[config.mk]
export PLATFORM = sky130hd
export DESIGN_NAME = disp_demux_capture_flat
export DESIGN_NICKNAME = d
export VERILOG_FILES = /design/src/rtl/disp_demux_capture_if.sv /design/src/rtl/disp_demux_capture.sv /design/src/flat_wrapper.sv
export SDC_FILE = /design/constraint.sdc
export NUM_CORES = 1
export LEC_CHECK = 0
export CAP_MARGIN = 15
export CORE_ASPECT_RATIO = 0.9
export CORE_UTILIZATION = 55
export CTS_CLUSTER_DIAMETER = 200
export CTS_CLUSTER_SIZE = 28
export DETAILED_ROUTE_END_ITERATION = 10
export PLACE_DENSITY = 0.88
export SETUP_SLACK_MARGIN = 0.15
export SYNTH_ARGS = -nofsm -noshare
export SYNTH_HDL_FRONTEND = slang
export SYNTH_SLANG_ARGS = --single-unit
[constraint.sdc]
create_clock -name clk -period 2.38 [get_ports clk]
set_input_delay 0.238 -clock clk [delete_from_list [all_inputs] [get_ports clk]]
set_output_delay 0.238 -clock clk [all_outputs]
set_load 0.005 [all_outputs]
[src/rtl/disp_demux_capture_if.sv]
// Multiplexed 7-segment display bus as seen by the capture block:
// anode strobes and segment bus in, reconstructed digits and status out.
interface disp_demux_capture_if;
  logic [3:0] an;
  logic [6:0] sseg;
  logic [6:0] dig0;
  logic [6:0] dig1;
  logic [6:0] dig2;
  logic [6:0] dig3;
  logic [3:0] dig_valid;
  logic       frame_done;
  logic       seq_err;
  logic       stale;

  modport master (
    output an, sseg,
    input  dig0, dig1, dig2, dig3, dig_valid, frame_done, seq_err, stale
  );

  modport slave (
    input  an, sseg,
    output dig0, dig1, dig2, dig3, dig_valid, frame_done, seq_err, stale
  );
endinterface

[src/rtl/disp_demux_capture.sv]
// Receive side of a 4-digit multiplexed 7-segment bus: synchronizes, deglitches and
// demultiplexes the strobed segment codes, and checks the 0-1-2-3 scan order.
module disp_demux_capture #(
  parameter int STABLE_CYCLES = 4,
  parameter int TIMEOUT_W     = 20
) (
  input  logic                  clk,
  input  logic                  rst_n,
  disp_demux_capture_if.slave   bus
);

  localparam int CNT_W = $clog2(STABLE_CYCLES);
  localparam logic [CNT_W-1:0]     STAB_MAX = CNT_W'(STABLE_CYCLES - 1);
  localparam logic [TIMEOUT_W-1:0] WD_MAX   = '1;
  localparam logic [TIMEOUT_W-1:0] WD_PRE   = WD_MAX - 1'b1;

  typedef struct packed {
    logic [3:0] an;
    logic [6:0] sseg;
  } pins_t;

  localparam pins_t PINS_IDLE = '{an: 4'hF, sseg: 7'h7F};

  pins_t                r_sync1;
  pins_t                r_sync2;
  logic [CNT_W-1:0]     r_stab_cnt;
  logic                 r_armed;

  logic [6:0]           r_dig [4];
  logic [3:0]           r_valid;
  logic [1:0]           r_last_idx;
  logic                 r_last_vld;
  logic [1:0]           r_prog;
  logic [TIMEOUT_W-1:0] r_wd;
  logic                 r_stale;
  logic                 r_frame_done;
  logic                 r_seq_err;

  logic                 w_changed;
  logic                 w_stable;
  logic                 w_capture;
  logic                 w_illegal;
  logic [1:0]           w_idx;
  logic                 w_out_of_order;
  logic [1:0]           w_prog_nxt;
  logic                 w_frame;

  // r_sync2 is the synchronized bus; a window is complete once it has matched
  // its predecessor for STABLE_CYCLES-1 consecutive edges since the last change.
  assign w_changed = (r_sync1 != r_sync2);
  assign w_stable  = r_armed && (r_stab_cnt == STAB_MAX);

  // NOTE: state registers use non-blocking assignments so every flop samples pre-edge values.
  always_ff @(posedge clk or negedge rst_n) begin
    if (!rst_n) begin
      r_sync1    <= PINS_IDLE;
      r_sync2    <= PINS_IDLE;
      r_stab_cnt <= '0;
      r_armed    <= 1'b0;
    end else begin
      r_sync1 <= {bus.an, bus.sseg};
      r_sync2 <= r_sync1;
      if (w_changed) begin
        r_stab_cnt <= '0;
        r_armed    <= 1'b1;
      end else begin
        if (r_stab_cnt != STAB_MAX) r_stab_cnt <= r_stab_cnt + 1'b1;
        if (w_stable) r_armed <= 1'b0;
      end
    end
  end

  // NOTE: every always_comb output gets a default first so no path can infer a latch.
  always_comb begin
    w_capture = 1'b0;
    w_illegal = 1'b0;
    w_idx     = 2'd0;
    if (w_stable) begin
      case (r_sync2.an)
        4'b1110: begin w_capture = 1'b1; w_idx = 2'd0; end
        4'b1101: begin w_capture = 1'b1; w_idx = 2'd1; end
        4'b1011: begin w_capture = 1'b1; w_idx = 2'd2; end
        4'b0111: begin w_capture = 1'b1; w_idx = 2'd3; end
        4'b1111: ;
        default: w_illegal = 1'b1;
      endcase
    end
  end

  // Staying on the same digit is a legal recapture; the 2-bit add wraps 3 -> 0.
  assign w_out_of_order = w_capture && r_last_vld &&
                          (w_idx != r_last_idx) && (w_idx != r_last_idx + 2'd1);

  always_comb begin
    w_prog_nxt = r_prog;
    w_frame    = 1'b0;
    if (w_capture) begin
      if (w_idx == 2'd0) begin
        w_prog_nxt = 2'd1;
      end else if (w_out_of_order) begin
        w_prog_nxt = 2'd0;
      end else if (w_idx == 2'd3 && r_prog == 2'd3) begin
        w_frame    = 1'b1;
        w_prog_nxt = 2'd0;
      end else if (w_idx == r_prog) begin
        w_prog_nxt = r_prog + 2'd1;
      end
    end
  end

  // NOTE: the four digit registers are reset to blank because they are visible outputs.
  always_ff @(posedge clk or negedge rst_n) begin
    if (!rst_n) begin
      for (int i = 0; i < 4; i++) r_dig[i] <= 7'h7F;
      r_valid      <= '0;
      r_last_idx   <= 2'd0;
      r_last_vld   <= 1'b0;
      r_prog       <= 2'd0;
      r_wd         <= '0;
      r_stale      <= 1'b0;
      r_frame_done <= 1'b0;
      r_seq_err    <= 1'b0;
    end else begin
      r_frame_done <= w_frame;
      r_seq_err    <= w_illegal | w_out_of_order;
      r_prog       <= w_prog_nxt;
      if (w_capture) begin
        r_dig[w_idx]   <= r_sync2.sseg;
        r_valid[w_idx] <= 1'b1;
        r_last_idx     <= w_idx;
        r_last_vld     <= 1'b1;
        r_wd           <= '0;
        r_stale        <= 1'b0;
      end else if (r_wd != WD_MAX) begin
        r_wd <= r_wd + 1'b1;
        if (r_wd == WD_PRE) begin
          r_stale <= 1'b1;
          r_valid <= '0;
        end
      end
    end
  end

  assign bus.dig0       = r_dig[0];
  assign bus.dig1       = r_dig[1];
  assign bus.dig2       = r_dig[2];
  assign bus.dig3       = r_dig[3];
  assign bus.dig_valid  = r_valid;
  assign bus.frame_done = r_frame_done;
  assign bus.seq_err    = r_seq_err;
  assign bus.stale      = r_stale;

endmodule

[src/flat_wrapper.sv]
// flat-port wrapper written by rule: the top's interface ports become plain ports
module disp_demux_capture_flat 
#(
  parameter int STABLE_CYCLES = 4,
  parameter int TIMEOUT_W     = 20
)
  (clk, rst_n, bus_an, bus_sseg, bus_dig0, bus_dig1, bus_dig2, bus_dig3, bus_dig_valid, bus_frame_done, bus_seq_err, bus_stale);
  disp_demux_capture_if bus_i ();
  input  logic clk;
  input  logic rst_n;
  input wire logic [$bits(bus_i.an)-1:0] bus_an;
  input wire logic [$bits(bus_i.sseg)-1:0] bus_sseg;
  output wire logic [$bits(bus_i.dig0)-1:0] bus_dig0;
  output wire logic [$bits(bus_i.dig1)-1:0] bus_dig1;
  output wire logic [$bits(bus_i.dig2)-1:0] bus_dig2;
  output wire logic [$bits(bus_i.dig3)-1:0] bus_dig3;
  output wire logic [$bits(bus_i.dig_valid)-1:0] bus_dig_valid;
  output wire logic [$bits(bus_i.frame_done)-1:0] bus_frame_done;
  output wire logic [$bits(bus_i.seq_err)-1:0] bus_seq_err;
  output wire logic [$bits(bus_i.stale)-1:0] bus_stale;
  assign bus_i.an = bus_an;
  assign bus_i.sseg = bus_sseg;
  assign bus_dig0 = bus_i.dig0;
  assign bus_dig1 = bus_i.dig1;
  assign bus_dig2 = bus_i.dig2;
  assign bus_dig3 = bus_i.dig3;
  assign bus_dig_valid = bus_i.dig_valid;
  assign bus_frame_done = bus_i.frame_done;
  assign bus_seq_err = bus_i.seq_err;
  assign bus_stale = bus_i.stale;
  disp_demux_capture #(.STABLE_CYCLES(STABLE_CYCLES), .TIMEOUT_W(TIMEOUT_W)) u_core (.clk(clk), .rst_n(rst_n), .bus(bus_i));
endmodule
==> flow_summary_export.csv, run 1 <==
group,metric,value,unit
critical_path,worst_setup_path_start_kind,"register",
place,gp_congestion,0.827,
critical_path,cp_slowest_cell,"dfstp_4",
sta,hold_viol,0,
synthesis,syn_nets,318,
synthesis,synth_top_flop_cell,"dfstp_2",
drt,drtAntennaViolNets,0,
place,dpl.hpwl,5.23,mm
synthesis,synth.top_cell.area_share,35.3,%
floorplanning,pin_count,48,
critical_path,rrSetupSlack,0.21,ns
sta,relSlewSlack,48.6,%
synthesis,synth_edf_count,0,
worst_hold_path,whs_path_depth,1,
sta,skew,0.0151,ns
power_and_ir_drop,leakage,0.00194,uW
power_and_ir_drop,power.share.switching,23.7,%
clocking,clk_pin_slew,0.09,ns
critical_path,endpoint_kind,"register",
synthesis,yosysMostFrequentCell,"dfstp_2",
cells_and_area,layout.nets,389,
drt,vias_per_cell,5.50,
critical_path,worstPathArrival,2.44,ns
power_and_ir_drop,p_clk_share,38.9,%
sta,rsz0062_at_grt,"no",
synthesis,yosys-top-cells-count,"dfstp_2 (50), nor2_1 (37), dfrtp_1 (35)",
drt,drcViolationCount,1,
cells_and_area,antenna_cells,0,
drt,vias,2569,
synthesis,syn-instance-count,301,
synthesis,syn_area,0.00372,mm^2
sta,worstMarginPinSlew,0.771,ns
critical_path,critPathMaxFanout,12,
floorplanning,fp.dieW,88.7,um
global_route,grt_pass1_vias,2475,
place,io_buffer_count,47,
drt,drtIter0Drc,141,
synthesis,ys_types,50,
clocking,cts_buffers,9,
sta,fin_crit_sh,91.2,%
cells_and_area,drive_above_1_share,34.7,%
sta,period_needed,2.17,ns
cells_and_area,fill_cells,409,
synthesis,synthArstFlopShare,100,%
worst_hold_path,hold_class,"primary input to register",
drt,first_pass_iters,7,
clocking,cts_tree,"yes",
floorplanning,start_util,56.8,%
drt,wl_per_cell,16.9,um
global_route,grt_max_degree,65,
synthesis,ys_ff_latch,85,
cells_and_area,fin_util,70.9,%
status,failed_checks,"DRC",
worst_hold_path,hold_end,"u_core.r_sync1[9]",
global_route,grt_pass1_wl,12.7,mm
synthesis,yosys_warnings,0,
critical_path,critPathRequiredTime,2.65,ns
global_route,grt_use_total,24.4,%
sta,tns,0,ns
clocking,clockBufferDepth,2,
clocking,root_buffer,"clkbuf_8",
synthesis,synth_area_leaders,"dfstp_2 (35%), dfrtp_1 (24%), mux2_2 (8.5%)",
worst_hold_path,worstHoldStart,"bus_an[2]",
sta,drv_slew,0,
power_and_ir_drop,powerDensity,570,mW/mm^2
status,status,"complete, but fails checks",
power_and_ir_drop,peakVddDrop,0.000407,V
sta,fmax,461,MHz
critical_path,crit_top_cell,"xnor2_1",
clocking,cts.htree.levels,3,
synthesis,synth.avg_cell_area,12.4,um^2
critical_path,path_cells,"xnor2_1 > nor3_4 > xnor2_1 > mux2_4 > maj3_2 > a211oi_2",
drt,routed_wl,7.88,mm
clocking,clock_latency,0.35,ns
floorplanning,core,0.00655,mm^2
global_route,grt_overflow,0,
critical_path,worst-setup-path-type,"register to register",
synthesis,ys_seq_area_share,58.8,%
cells_and_area,area_delta_synth_final,24.7,%
cells_and_area,register_area,0.00219,mm^2
power_and_ir_drop,power_frac_seq,57.0,%
cells_and_area,multi_input_area,0.00148,mm^2
power_and_ir_drop,intPower,2020,uW
global_route,antenna_found_initial,0,
clocking,cts.sinks,85,
synthesis,yosysTopAreaCell,"dfstp_2",
sta,setup_viol,0,
power_and_ir_drop,power_switching,627,uW
floorplanning,die_y,80.1,um
floorplanning,rows,28,
critical_path,reg2reg_depth,6,
floorplanning,dieArea,0.00710,mm^2
critical_path,r2r_end,"u_core.bus.seq_err",
flow_run,cap_violations,0,
critical_path,r2r_start,"u_core.r_sync2[10]",
power_and_ir_drop,combPwrFrac,4.2,%
critical_path,cp_slowest_stage_delay,0.74,ns
## worst max-delay path, delay by kind of cell, from the launching register on
family          cells  cell delay (ns)
flops               1             0.74
mux                 1             0.36
fa+ha+maj           1             0.32
xor+xnor            2             0.29
compound gates      1             0.22
simple gates        1             0.17
## cells in the final DEF (no fill, tap or decap), drive strengths merged, types with 10 or more instances in the layout
| cell type | count |
|---|---|
| nand2 | 12 |
| a21oi | 10 |
| mux2 | 29 |
| nand3 | 13 |
| dfrtp | 35 |
| inv | 12 |
| nor2 | 37 |
| clkdlybuf4s50 | 46 |
| xor2 | 22 |
| dfstp | 50 |
| buf | 21 |
## state kept, by name (all words and copies together) (netlist names)
signal	flops
u_core.r_last_idx	2
u_core.bus.dig2	7
u_core.bus.dig1	7
u_core.bus.seq_err	1
u_core.bus.stale	1
u_core.r_last_vld	1
u_core.r_sync1	11
u_core.r_armed	1
u_core.bus.dig0	7
u_core.bus.dig_valid	4
u_core.r_sync2	11
u_core.r_prog	2
u_core.bus.dig3	7
u_core.r_wd	20
u_core.bus.frame_done	1
u_core.r_stab_cnt	2
## per-layer routing
| metal | vias to the layer above | share of wire [%] | GRT usage [%] |
|---|---|---|---|
| met1 | 1275 | 44 | 32.6 |
| met4 | 0 | 2.8 | 12.4 |
| met5 | - | 0 | 0 |
| met3 | 23 | 5.6 | 4.93 |
| li1 | 1196 | - | - |
| met2 | 75 | 48 | 37.7 |
## timing repair
action                                  CTS  global route
setup buffers                             2             7
hold endpoints to repair                 24             0
gates resized for setup                   2             3
hold buffers                              1             0
endpoints found under the setup margin    1             1
gates cloned                              0             0
## area by class of cell
class                           count  area share, %
Clock inverter                      7           1.51
Sequential cell                    85           47.2
Timing Repair Buffer               68           13.5
Tap cell                           90           2.43
Multi-Input combinational cell    200           31.9
Inverter                            8          0.755
Clock buffer                        9           2.67
## how the worst max path moves through the flow
stage                               from                 end  slack, ns  cells past startpoint
floorplan              u_core.r_sync2[8]  u_core.bus.seq_err       0.31                      7
global placement       u_core.r_sync2[8]  u_core.bus.seq_err       0.25                      6
detailed placement  u_core.r_stab_cnt[0]  u_core.bus.seq_err       0.10                      7
CTS                 u_core.r_stab_cnt[1]  u_core.bus.seq_err       0.15                      7
global route          u_core.r_sync2[10]  u_core.bus.seq_err       0.13                      6
finish                u_core.r_sync2[10]  u_core.bus.seq_err       0.21                      6
## stage by stage
stage          hold slack (ns)  instance area [um^2]  total power [uW]  setup WS, ns  instances
2_1_floorplan          -0.0576                  3720              1570         0.312        301
3_3_place_gp             0.355                  4340              1620         0.246        441
3_5_place_dp             0.362                  4340              1630         0.103        441
4_1_cts                  0.273                  4570              2650         0.155        460
5_1_grt                  0.284                  4640              2730         0.129        467
6_report                 0.289                  4640              2650         0.209        467
## power groups by stage
stage	Sequential (uW)	Clock [uW]	Combinational [uW]
6_report	1510	1030	110
5_1_grt	1510	1090	122
4_1_cts	1510	1040	100
3_5_place_dp	1540	0	90.5
3_3_place_gp	1530	0	88.0
2_1_floorplan	1520	0	46.5
## cells by family (layout without fill, tap and decap cells)
logic type	after synthesis	count (layout)	synth area share, %
xor+xnor	31	31	7.29
fa+ha+maj	5	5	1.65
buf+inv	16	92	2.08
flops	85	85	58.8
mux	30	30	9.14
compound gates	30	30	5.61
simple gates	104	104	15.4
No activity file was read; power rests on OpenSTA's default activity.
==> inputs of run 2 (changes only) <==
--- a/config.mk
+++ b/config.mk
@@ -5,7 +5,6 @@
 export SDC_FILE = /design/constraint.sdc
 export NUM_CORES = 1
 export LEC_CHECK = 0
-export CAP_MARGIN = 15
 export CORE_ASPECT_RATIO = 0.9
 export CORE_UTILIZATION = 55
 export CTS_CLUSTER_DIAMETER = 200
==> results of run 2 <==
The final DEF is identical to that of run 1; final timing and power are the same.
==> inputs of run 3 (changes only) <==
==> constraint.sdc (replaced) <==
create_clock -name clk -period 2 [get_ports clk]
set_input_delay 0.2 -clock clk [delete_from_list [all_inputs] [get_ports clk]]
set_output_delay 0.2 -clock clk [all_outputs]
set_load 0.005 [all_outputs]
==> run 3 against run 2 <==
Compared with the run above:
- the flow finishes with violations (setup timing)
- first-iteration DRC count increased to 2.5 times the previous value
- die area did not move
- combinational power increased by 95%
- via count rose by 23%
- clock skew is 0.0039 ns higher
- design area rose by 20%
- sequential share of layout area down 7.8 points
- largest power group unchanged
==> flow_summary_export.csv, run 3 (synthesis gave the netlist of run 1 again) <==
group,metric,value,unit
clocking,clock_latency,0.39,ns
cells_and_area,largest_register_ffs,20,
floorplanning,core,0.00655,mm^2
cells_and_area,final_area,0.00556,mm^2
sta,setup_viol,12,
clocking,clockBufferDepth,2,
worst_hold_path,worstHoldStart,"bus_sseg[5]",
drt,vias_per_cell,6.21,
critical_path,worstPathArrival,2.38,ns
clocking,cts_buffers,9,
cells_and_area,drive_above_1_share,55.2,%
power_and_ir_drop,powerDensity,580,mW/mm^2
sta,fin_crit_sh,103,%
floorplanning,fp.dieW,88.7,um
drt,drtAntennaViolNets,0,
global_route,grt_overflow,0,
global_route,grt_pass1_wl,14.7,mm
critical_path,reg2reg_depth,7,
sta,skew,0.0191,ns
global_route,grt_max_degree,41,
critical_path,worst_setup_path_start_kind,"register",
floorplanning,rows,28,
drt,drcViolationCount,0,
floorplanning,start_util,56.8,%
sta,rsz0062_at_grt,"yes",
clocking,cts.htree.levels,3,
cells_and_area,layout_common_cells,"dfstp_2 (50), clkdlybuf4s50_1 (46), buf_4 (45)",
drt,vias,3169,
clocking,root_buffer,"clkbuf_8",
sta,setup_ws,-0.0583,ns
drt,drtIter0Drc,353,
critical_path,worst-setup-path-type,"register to register",
sta,period_needed,2.06,ns
place,dpl.hpwl,5.45,mm
floorplanning,die_y,80.1,um
drt,first_pass_iters,6,
critical_path,r2r_start,"u_core.r_sync2[8]",
critical_path,rrSetupSlack,-0.06,ns
drt,wl_per_cell,24.3,um
critical_path,endpoint_kind,"register",
clocking,cts_tree,"yes",
floorplanning,pin_count,48,
place,placed_area,0.00450,mm^2
worst_hold_path,hold_class,"primary input to register",
critical_path,critPathMaxFanout,7,
worst_hold_path,whs_path_depth,1,
sta,relSlewSlack,63.6,%
sta,drv_slew,0,
floorplanning,dieArea,0.00710,mm^2
cells_and_area,antenna_cells,0,
cells_and_area,final_common_cell,"dfstp_2",
global_route,grt_pass1_vias,2850,
critical_path,r2r_end,"u_core.r_prog[0]",
worst_hold_path,hold_end,"u_core.r_sync1[5]",
place,gp_congestion,0.930,
drt,routed_wl,12.4,mm
status,status,"complete, but fails checks",
sta,fmax,486,MHz
cells_and_area,area_delta_synth_final,49.3,%
power_and_ir_drop,peakVddDrop,0.000689,V
sta,hold_viol,0,
global_route,antenna_found_initial,0,
power_and_ir_drop,leakage,0.00225,uW
critical_path,critPathRequiredTime,2.32,ns
cells_and_area,top_regs,"u_core.r_wd: 20 flops, u_core.r_sync1: 11 flops, u_core.r_sync2: 11 flops",
cells_and_area,fill_cells,274,
clocking,cts.sinks,85,
status,failed_checks,"setup timing",
place,io_buffer_count,47,
cells_and_area,top_register,"u_core.r_wd",
clocking,clk_pin_slew,0.09,ns
cells_and_area,layout.nets,432,
sta,holdWs,0.215,ns
flow_run,cap_violations,0,
global_route,grt_use_total,28.8,%
sta,worstMarginPinSlew,0.547,ns
## run 3: cell types whose count changed in the layout (fill, tap and decap cells not counted), moves of 4 or more
cell | before | now
buf_4 | 21 | 45
mux2_2 | 28 | 9
mux2_4 | 1 | 20
nor2_1 | 37 | 20
nor2_4 | 0 | 14
buf_6 | 0 | 11
a21oi_1 | 10 | 6
buf_12 | 0 | 4
## run 3: critical path: stages (launching register included)
cell and delay (ns):
dfstp_2 0.62, buf_6 0.17, nand2b_1 0.17, o22ai_2 0.11, a21oi_2 0.21, nor2_1 0.11, or4b_1 0.52, nand4_1 0.08
## run 3: worst max path at each step
stage,start,end,depth (start not counted)
2_1_floorplan,u_core.r_sync2[10],u_core.r_prog[1],7
3_3_place_gp,u_core.r_sync2[10],u_core.bus.seq_err,6
3_5_place_dp,u_core.r_sync2[10],u_core.bus.seq_err,6
4_1_cts,u_core.r_sync2[10],u_core.bus.seq_err,6
5_1_grt,u_core.r_stab_cnt[0],u_core.r_prog[0],7
6_report,u_core.r_sync2[8],u_core.r_prog[0],7
## run 3: final cells by class
type,instances,area [um^2],area share [%]
multi-input cells,200,1930,34.8
well taps,90,113,2.03
flip-flops and latches,85,2190,39.4
clock inverters,6,51.3,0.923
repair buffers,111,1090,19.7
inverters,8,38.8,0.698
clock buffers,10,138,2.48
## run 3: metal layers
metal | vias up | part of all wire [%] | GRT usage, %
met5 | - | 0 | 0
met4 | 0 | 6.2 | 15.5
met3 | 90 | 8.6 | 8.63
met2 | 235 | 48 | 46.5
met1 | 1567 | 37 | 34.6
li1 | 1277 | - | -
## run 3: report_power, final
part,total [uW],internal (uW),switching (uW)
logic,215,96.3,119
registers,1800,1760,32.6
clock network,1210,507,703
total,3220,2370,855
## run 3: stage by stage
step | setup slack [ns] | std cells | total power, uW | util (%) | TNS (ns)
detailed placement | -0.00117 | 455 | 1960 | 68.6 | -0.00117
CTS | 0.0430 | 484 | 3130 | 74.2 | 0
global route | -0.0860 | 510 | 3320 | 84.8 | -0.600
global placement | 0.0500 | 455 | 1950 | 68.6 | 0
floorplan | 0.0425 | 301 | 1870 | - | 0
finish | -0.0583 | 510 | 3220 | 84.8 | -0.245
## run 3: repair_timing
item | CTS | global route
pin swaps | 9 | 21
setup buffers | 12 | 23
hold endpoints to repair | 30 | 0
gates resized for setup | 17 | 108
gates cloned | 0 | 3
endpoints found under the setup margin | 39 | 60
hold buffers | 1 | 0
